[config.mk]
export PLATFORM = sky130hd
export DESIGN_NAME = demux_1to2_tdm
export DESIGN_NICKNAME = d
export VERILOG_FILES = /design/src/rtl/demux_1to2_tdm.sv
export SDC_FILE = /design/constraint.sdc
export NUM_CORES = 1
export LEC_CHECK = 0
export CAP_MARGIN = 40
export CORE_MARGIN = 3
export CORE_UTILIZATION = 49
export DETAILED_ROUTE_END_ITERATION = 16
export GPL_TIMING_DRIVEN = 0
export PLACE_DENSITY = 0.77
export SLEW_MARGIN = 20
export SYNTH_ARGS = -nofsm -noshare
export SYNTH_HDL_FRONTEND = slang
export SYNTH_SLANG_ARGS = --single-unit
[constraint.sdc]
create_clock -name clk_in -period 1.4 [get_ports clk_in]
set_input_delay 0.21 -clock clk_in [delete_from_list [all_inputs] [get_ports clk_in]]
set_output_delay 0.21 -clock clk_in [all_outputs]
set_load 0.1 [all_outputs]
[src/rtl/demux_1to2_tdm.sv]
// Splits an A/B time-multiplexed sample stream into registered channel pairs (optional DEMUX_ERRCNT_EN adds err_cnt_out).
// Latency: one cycle from the B-slot edge to a_out/b_out/pair_valid_out; err_out is also registered one cycle after its cause.
// Backpressure: none; every valid sample is consumed on arrival, and framing faults are reported on err_out.
module demux_1to2_tdm #(
  parameter int WIDTH   = 8,
  parameter int TIMEOUT = 16
) (
  input  logic             clk_in,
  input  logic             rst_n_in,
  input  logic [WIDTH-1:0] data_in,
  input  logic             valid_in,
  input  logic             sof_in,
  output logic [WIDTH-1:0] a_out,
  output logic [WIDTH-1:0] b_out,
  output logic             pair_valid_out,
  output logic             busy_out,
  output logic             err_out
`ifdef DEMUX_ERRCNT_EN
  ,
  output logic [7:0]       err_cnt_out
`endif
);

  localparam int TW = $clog2(TIMEOUT + 1);

  typedef enum logic {
    WAIT_A = 1'b0,
    WAIT_B = 1'b1
  } state_t;

  state_t           state;
  logic [WIDTH-1:0] a_hold;
  logic [TW-1:0]    tmo_cnt;

  assign busy_out = (state == WAIT_B);

  always_ff @(posedge clk_in or negedge rst_n_in) begin
    if (!rst_n_in) begin
      state          <= WAIT_A;
      a_hold         <= '0;
      a_out          <= '0;
      b_out          <= '0;
      tmo_cnt        <= '0;
      pair_valid_out <= 1'b0;
      err_out        <= 1'b0;
    end else begin
      pair_valid_out <= 1'b0;
      err_out        <= 1'b0;
      case (state)
        WAIT_A: begin
          if (valid_in) begin
            if (sof_in) begin
              a_hold  <= data_in;
              tmo_cnt <= '0;
              state   <= WAIT_B;
            end else begin
              err_out <= 1'b1;
            end
          end
        end
        WAIT_B: begin
          if (valid_in) begin
            if (sof_in) begin
              // A slot arrived where B was expected: restart the frame on the new A.
              err_out <= 1'b1;
              a_hold  <= data_in;
              tmo_cnt <= '0;
            end else begin
              a_out          <= a_hold;
              b_out          <= data_in;
              pair_valid_out <= 1'b1;
              state          <= WAIT_A;
            end
          end else if (tmo_cnt == TW'(TIMEOUT - 1)) begin
            err_out <= 1'b1;
            a_hold  <= '0;
            tmo_cnt <= '0;
            state   <= WAIT_A;
          end else begin
            tmo_cnt <= tmo_cnt + TW'(1);
          end
        end
        default: state <= WAIT_A;
      endcase
    end
  end

`ifdef DEMUX_ERRCNT_EN
  always_ff @(posedge clk_in or negedge rst_n_in) begin
    if (!rst_n_in) begin
      err_cnt_out <= 8'd0;
    end else if (err_out && (err_cnt_out != 8'hFF)) begin
      err_cnt_out <= err_cnt_out + 8'd1;
    end
  end
`endif

endmodule
==> results summary, run 1 <==
The flow ran to the end, and the final reports show no timing, DRC or antenna violations. The area of the mapped netlist came out at 1440 sq um. The I/O pin count came out at 31. The critical path contains buffers and inverters numbering 0 combined.

STA classifies the critical path endpoint as a flip-flop. The later pin in the worst-skew pair is clocked with a latency of 0.36 ns. The worst path needs 1.36 ns of the cycle, external delays included. The count of clock tree sinks came out at 32.

The global-route wire length before repair is 5290 um. The reported max-cap violation count is 0. The power density normalized to cell area is 1850 nW/um^2. Headroom to the max-slew limit came out at 52.0%. The total vias in the final route came out at 993. Of all nets on the critical path, the largest fanout is 8. For this block, the initial DRC count from the detailed router was 28. The chip height came out at 60.2 um. The slowest stage of the critical path is the dfrtp_1 cell. The area share of fa/ha/maj cells after synthesis came out at 0.870%. The antenna violation net count after detailed routing came out at 0. The simple-gate share of the synthesized area is 7.75%. The number of antenna violations at the first check in global routing is 0. The maximum frequency from static timing analysis is 733 MHz. The library cell occupying the most area in the post-synthesis netlist is dfrtp_1. The floorplan step defined a die boundary enclosing 3620 sq um. The finished cells cover 2210 sq um. The post-synthesis share of cell area spent on xor and xnor gates came out at 1.22%. In the layout the commonest cells are dfrtp_1 (31), buf_12 (21), mux2_2 (15), buf_4 (15), clkdlybuf4s50_1 (10).

The total CTS buffers came out at 5. The final max-slew violation count came out at 0. The critical path class is reg2reg. The count of buffers from port buffering came out at 30. The compound-cell area share of the yosys netlist is 9.31%.

The part of the cycle the worst path needs is 97.4%. The total nets after synthesis is 112. Setup violations remaining at the end of the flow were counted as 0. The largest net degree at the start of global routing is 33. The total number of yosys warnings is 0. The mean instance size in the synthesized netlist is 14.5 sq um.

The layout net count came out at 168. The core region is 2780 sq um. The ratio of cells with drive above 1 in the final layout is 51.3%. The half-perimeter wire length of the detailed placement result is 2100 um.

Clock-pin slew was measured on the worst setup and hold paths at 0.12 ns. The die width is 60.2 um. The average detailed-routed wire length per instance is 17.9 um. The synthesized netlist cell count is 99. The data required time at the worst endpoint came out at 1.68 ns. For this run, the detailed router's first-pass iteration total came to 4.

The layout-stage area growth over the synthesis result came out at 53.7%. After synthesis, the largest family of logic cells by area is multiplexers. The maximum clock skew at final layout came out at 0.0223 ns. The signal arrival time at the worst endpoint is 1.64 ns. After global routing the overflow that remains totals 0.

The maximum VDD drop came out at 1.54 mV. The largest delay contributor family on the critical path is compound AO/OA/AOI/OAI gates. The number of global-route vias before repair is 1,064. CTS built an H-tree with a depth of 2. The measured slew at the worst slew-check pin is 0.720 ns.

The vias per cell is 5.31. The share of synthesized area occupied by flip-flops and latches is 55.7%. The total routing usage reported by global routing came out at 21.0%. The root cell of the clock tree is clkbuf_4. The worst-case clock buffer depth came out at 2. By area the synthesized netlist is led by dfrtp_1 (56%), mux2_2 (12%), mux2_4 (9.4%), a22o_1 (4.9%), buf_6 (2.3%). The number of distinct library cells after synthesis is 24. The library cell used most frequently in the layout, excluding fill and tap cells, is dfrtp_1.

The initial utilization of the core area, before any placement, comes to 51.7%. The worst setup path is launched from a flip-flop. Hold timing on the final database bottoms out at a slack of 0.430 ns. The signal on the critical path passes through ha_2 > and4b_4 > a21oi_4 > a22o_1. The class of the tightest hold or removal check is in2async. Setup repair after global routing could not meet its margin everywhere. The placed standard-cell area came out at 2070 sq um. The routability congestion estimate from global placement is 0.705. The final hold violation count is 0. The portion of synthesized cell area occupied by the leading cell type is 55.7%. Synthesis inferred 32 register bits. TritonCTS built the clock tree. The standby leakage power is 1.06 nW. The critical path's largest stage delay came out at 0.41 ns. The overall routed net length is 3360 um. The floorplan row count is 19. The multiplexer share of the synthesized area came out at 21.8%.

The number of antenna repair diodes came out at 0. The number of design rule violations left after detail routing came out at 0.
layer usage:
metal | vias to the layer above | track usage (%) | share of wire (%)
met1 | 488 | 25.2 | 42
met2 | 28 | 34.7 | 52
met3 | 8 | 5.83 | 4.7
met4 | 0 | 9.49 | 1.7
met5 | - | 0 | 0
li1 | 469 | - | -
layout make-up:
type	instances	area (sq um)
multi-input combinational	61	592
fill	149	572
sequential	32	805
clock buffer	6	41.3
buffer	5	56.3
timing repair buffer	49	638
tap	31	38.8
inverter	1	3.75
clock inverter	2	35.0
registers in the layout (all words and copies together), names as in the netlist:
| register | count |
|---|---|
| a_hold | 8 |
| a_out | 8 |
| b_out | 8 |
| busy_out | 1 |
| err_out | 1 |
| pair_valid_out | 1 |
| tmo_cnt | 5 |
worst reg2reg max path: stages (launching register included):
cell,delay [ns]
dfrtp_1,0.41
ha_2,0.20
and4b_4,0.21
a21oi_4,0.29
a22o_1,0.20
kinds of logic (layout without fill, tap and decap cells):
| logic type | after synthesis | in the layout |
|---|---|---|
| DFF | 32 | 32 |
| muxes | 25 | 25 |
| AOI/OAI and AO/OA | 17 | 17 |
| and+or+nand+nor | 16 | 16 |
| buffers and inverters | 6 | 63 |
| xor gates and xnor gates | 2 | 2 |
| adders and majority gates | 1 | 1 |
power breakdown:
group          leakage [nW]  internal, mW  switching, mW
Sequential            0.400          1.10          0.185
Clock                0.0422         0.374          0.340
Combinational         0.615         0.866           1.23
through the flow:
step	setup TNS [ns]	util (%)	std cells	worst slack, ns	total power [mW]
6_report	0	79.4	187	0.0366	4.09
4_1_cts	0	79.7	187	0.000884	4.11
2_1_floorplan	-0.912	-	99	-0.101	2.47
3_5_place_dp	-3.57	74.4	179	-0.253	3.31
5_1_grt	-0.0153	79.4	187	-0.0153	4.23
3_3_place_gp	-23.41	64.3	160	-0.661	2.83
cells in the mapped netlist:
| library cell | number |
|---|---|
| xor2_1 | 1 |
| nor2b_1 | 1 |
| ha_1 | 1 |
| xnor2_1 | 1 |
| and4b_4 | 1 |
| inv_1 | 1 |
| nand2_1 | 7 |
| buf_2 | 2 |
| nand3_1 | 2 |
| nand2b_4 | 1 |
| nand3b_4 | 1 |
| buf_6 | 3 |
| a21oi_4 | 1 |
| a22o_1 | 8 |
| or3_1 | 1 |
| o311a_1 | 1 |
| o21ai_0 | 6 |
| o31ai_1 | 1 |
| mux2_2 | 15 |
| mux2i_1 | 1 |
| nand4bb_1 | 1 |
| mux2_4 | 9 |
| nor2_1 | 1 |
| dfrtp_1 | 32 |
final timing paths:
check / slack, ns / cells past startpoint / from / to
min: 0.43 / 2 / rst_n_in / pair_valid_out
max reg2reg: 0.04 / 4 / tmo_cnt[1] / a_hold[7]
min reg2reg: 0.53 / 1 / a_hold[5] / a_out[5]
max in group asynchronous: 0.41 / 2 / rst_n_in / busy_out
min in group clk_in: 0.49 / 2 / data_in[4] / b_out[4]
max: 0.04 / 4 / tmo_cnt[1] / a_hold[7]
what timing repair did:
| item | CTS | global route |
|---|---|---|
| hold buffers | 1 | 0 |
| buffers inserted | 8 | 8 |
| hold endpoints to repair | 32 | 0 |
| cloned | 0 | 0 |
| setup endpoints to repair | 30 | 21 |
| gates resized for setup | 40 | 2 |
| pin swaps | 1 | 3 |
(Power assumes the default switching activity.)
==> run 2, diff against run 1 <==
- SETUP_SLACK_MARGIN: not set -> 0.1
==> results summary, run 2 (synthesized netlist as in run 1, its figures left out) <==
The clock latency on the worst-skew pair came out at 0.35 ns (about the same). The tightest min-delay check is of the in2async type. The clock tree from TritonCTS is yes. The critical path goes through buf_12 > nand3b_4 > buf_6 > buf_12 > mux2_4. The placeable core area came out at 2780 sq um (unchanged). The design area came out at 2340 sq um (+6.1%). The maximum frequency from static timing analysis came to 705 MHz (-3.9%). The area of all sequential standard cells is 805 sq um (unchanged). The critical path's largest stage delay is 0.50 ns (+0.09 ns). The run finished, with violations left. The number of antenna repair diodes came out at 0 (unchanged). The half-perimeter wire length of the detailed placement result came out at 2160 um (+2.8%). The number of H-tree levels came out at 2 (unchanged).

The overall routed net length came out at 3740 um (+12%). The maximum VDD drop is 1.60 mV (+3.6%). In the layout the commonest cells are dfrtp_1 (31), buf_12 (22), buf_2 (19), buf_4 (16), mux2_4 (14).

The first-pass detailed-route iteration total came out at 6 (+2). The ratio of cells with drive above 1 in the final layout was 56.9% (+5.6 points). The final reports fail on setup timing. The clock edge transition at the registers on the reported setup and hold paths is 0.10 ns (-0.02 ns). The count of buffers from port buffering came to 30 (unchanged).

The multi-input logic area is 616 sq um (+4.0%). The cell count after placement was 179 (unchanged). The final max-slew violation count came out at 0 (unchanged). The chip height came out at 60.2 um (unchanged). The headroom to the max-slew limit came out at 53.6% (+1.6 points). The reported max-cap violation count is 0 (unchanged).

The standby leakage power was 1.17 nW (+10%). The average detailed-routed wire length per instance came to 18.3 um (+1.7%). The worst setup path is of the reg2reg kind. The total vias in the final route came to 1,110 (+12%).

The slack of the critical path came out at -0.0193 ns (-0.0559 ns). The floorplan row count is 19 (unchanged). The initial core utilization came out at 51.7% (unchanged). The layout-stage area growth over the synthesis result is 63.0%. The layout net count is 187 (+11%). The setup slack at placement came out at -0.261 ns (-0.00813 ns). The residual overflow from global routing is 0 (unchanged). The measured slew at the worst slew-check pin is 0.696 ns (-0.0239 ns).

The die width came out at 60.2 um (unchanged). The antenna violation net count after detailed routing is 0 (unchanged). The area of the die was 3620 sq um (unchanged).

The largest registers in the layout are a_hold x8, a_out x8, b_out x8. The routability congestion estimate from global placement is 0.749 (+6.3%). The final hold violation count is 0 (unchanged). The worst setup path is launched from a flip-flop. The count of clock tree sinks came to 32 (unchanged).

The I/O pin count is 31 (unchanged). The signal arrival time at the worst endpoint is 1.65 ns (about the same). The number of fill cells in the layout came out at 134 (-10%).

The number of design-rule violations left by the first detailed-router iteration is 44 (+57%). The biggest fanout along the worst timing path came out at 5 (-3). The root buffer cell chosen for the clock tree is clkbuf_4. The total CTS buffers is 5 (unchanged). The largest net degree at the start of global routing is 33 (unchanged). The part of the cycle the worst path needs is 101% (+4.0 points).

Setup repair after global routing could not meet its margin everywhere. The total buffers and inverters traversed by the critical path was 3 (+3). The maximum clock skew at final layout is 0.0124 ns (-0.00983 ns). The number of design rule violations left after detail routing came out at 0 (unchanged). The power density normalized to cell area was 1720 nW/um^2 (-7.3%). The data required time at the worst endpoint is 1.63 ns (-0.05 ns). The final cell count without fillers is 205 (+9.6%). The number of antenna violations at the first check in global routing is 0 (unchanged). The library cell used most frequently in the layout, excluding fill and tap cells, is dfrtp_1. For this design, the slowest cell found on the critical path is dfrtp_4. In this design, the critical path's most frequently occurring cell is buf_12. The worst-case clock buffer depth came out at 2 (unchanged). The number of setup violations in the final report is 5 (+5). The global-route wire length before repair is 6150 um (+16%). The number of global-route vias before repair came out at 1,180 (+11%). The largest delay contributor family on the critical path is flip-flops.

The total routing usage reported by global routing came out at 24.4% (+3.4 points). The vias per cell is 5.41 (+2.0%). The placed standard-cell area is 2070 sq um (unchanged). STA classifies the critical path endpoint as a flip-flop. The post-layout minimum cycle time is 1.42 ns (+0.0559 ns).
[run 2: final cells by class]
cell class	count	share of cell area [%]
Clock inverter	1	0.214
Sequential cell	32	34.3
Multi-Input combinational cell	61	26.3
Clock buffer	6	1.76
Buffer	5	2.72
Timing Repair Buffer	68	32.9
Tap cell	31	1.66
Inverter	1	0.160
[run 2: repair_timing]
item	CTS	global route
endpoints found under the hold margin	32	0
endpoints found under the setup margin	36	27
resized for setup	95	5
hold buffers	1	0
pin swaps	3	1
gates cloned	1	0
setup buffers	15	4
[run 2: final timing paths]
path / startpoint / endpoint / slack, ns / cells after the start
max in group asynchronous: rst_n_in / busy_out / 0.44 / 2
min reg2reg: b_out[3] / b_out[3] / 0.51 / 1
min: rst_n_in / a_out[4] / 0.44 / 2
min in group clk_in: b_out[3] / b_out[3] / 0.51 / 1
max: busy_out / a_out[5] / -0.02 / 5
max reg2reg: busy_out / a_out[5] / -0.02 / 5
[run 2: stage by stage]
step | hold WS [ns] | utilization (%) | setup TNS (ns) | total power, mW
2_1_floorplan | -0.0856 | - | -0.912 | 2.47
3_3_place_gp | 0.486 | 64.3 | -22.94 | 2.83
3_5_place_dp | 0.297 | 74.4 | -3.78 | 3.30
4_1_cts | 0.456 | 82.5 | -0.0760 | 3.98
5_1_grt | 0.491 | 84.3 | -0.282 | 4.17
6_report | 0.435 | 84.3 | -0.0404 | 4.03
[run 2: where the power goes]
group          switching [mW]  internal, mW
clock                   0.312         0.185
combinational            1.34         0.979
sequential              0.113          1.10
[run 2: per-layer routing]
metal	vias to the layer above	GRT usage, %	routed length (um)
met5	-	0	0
met4	0	8.23	54
met3	7	7.99	237
met2	39	41.5	2040
met1	550	28.8	1410
li1	514	-	-
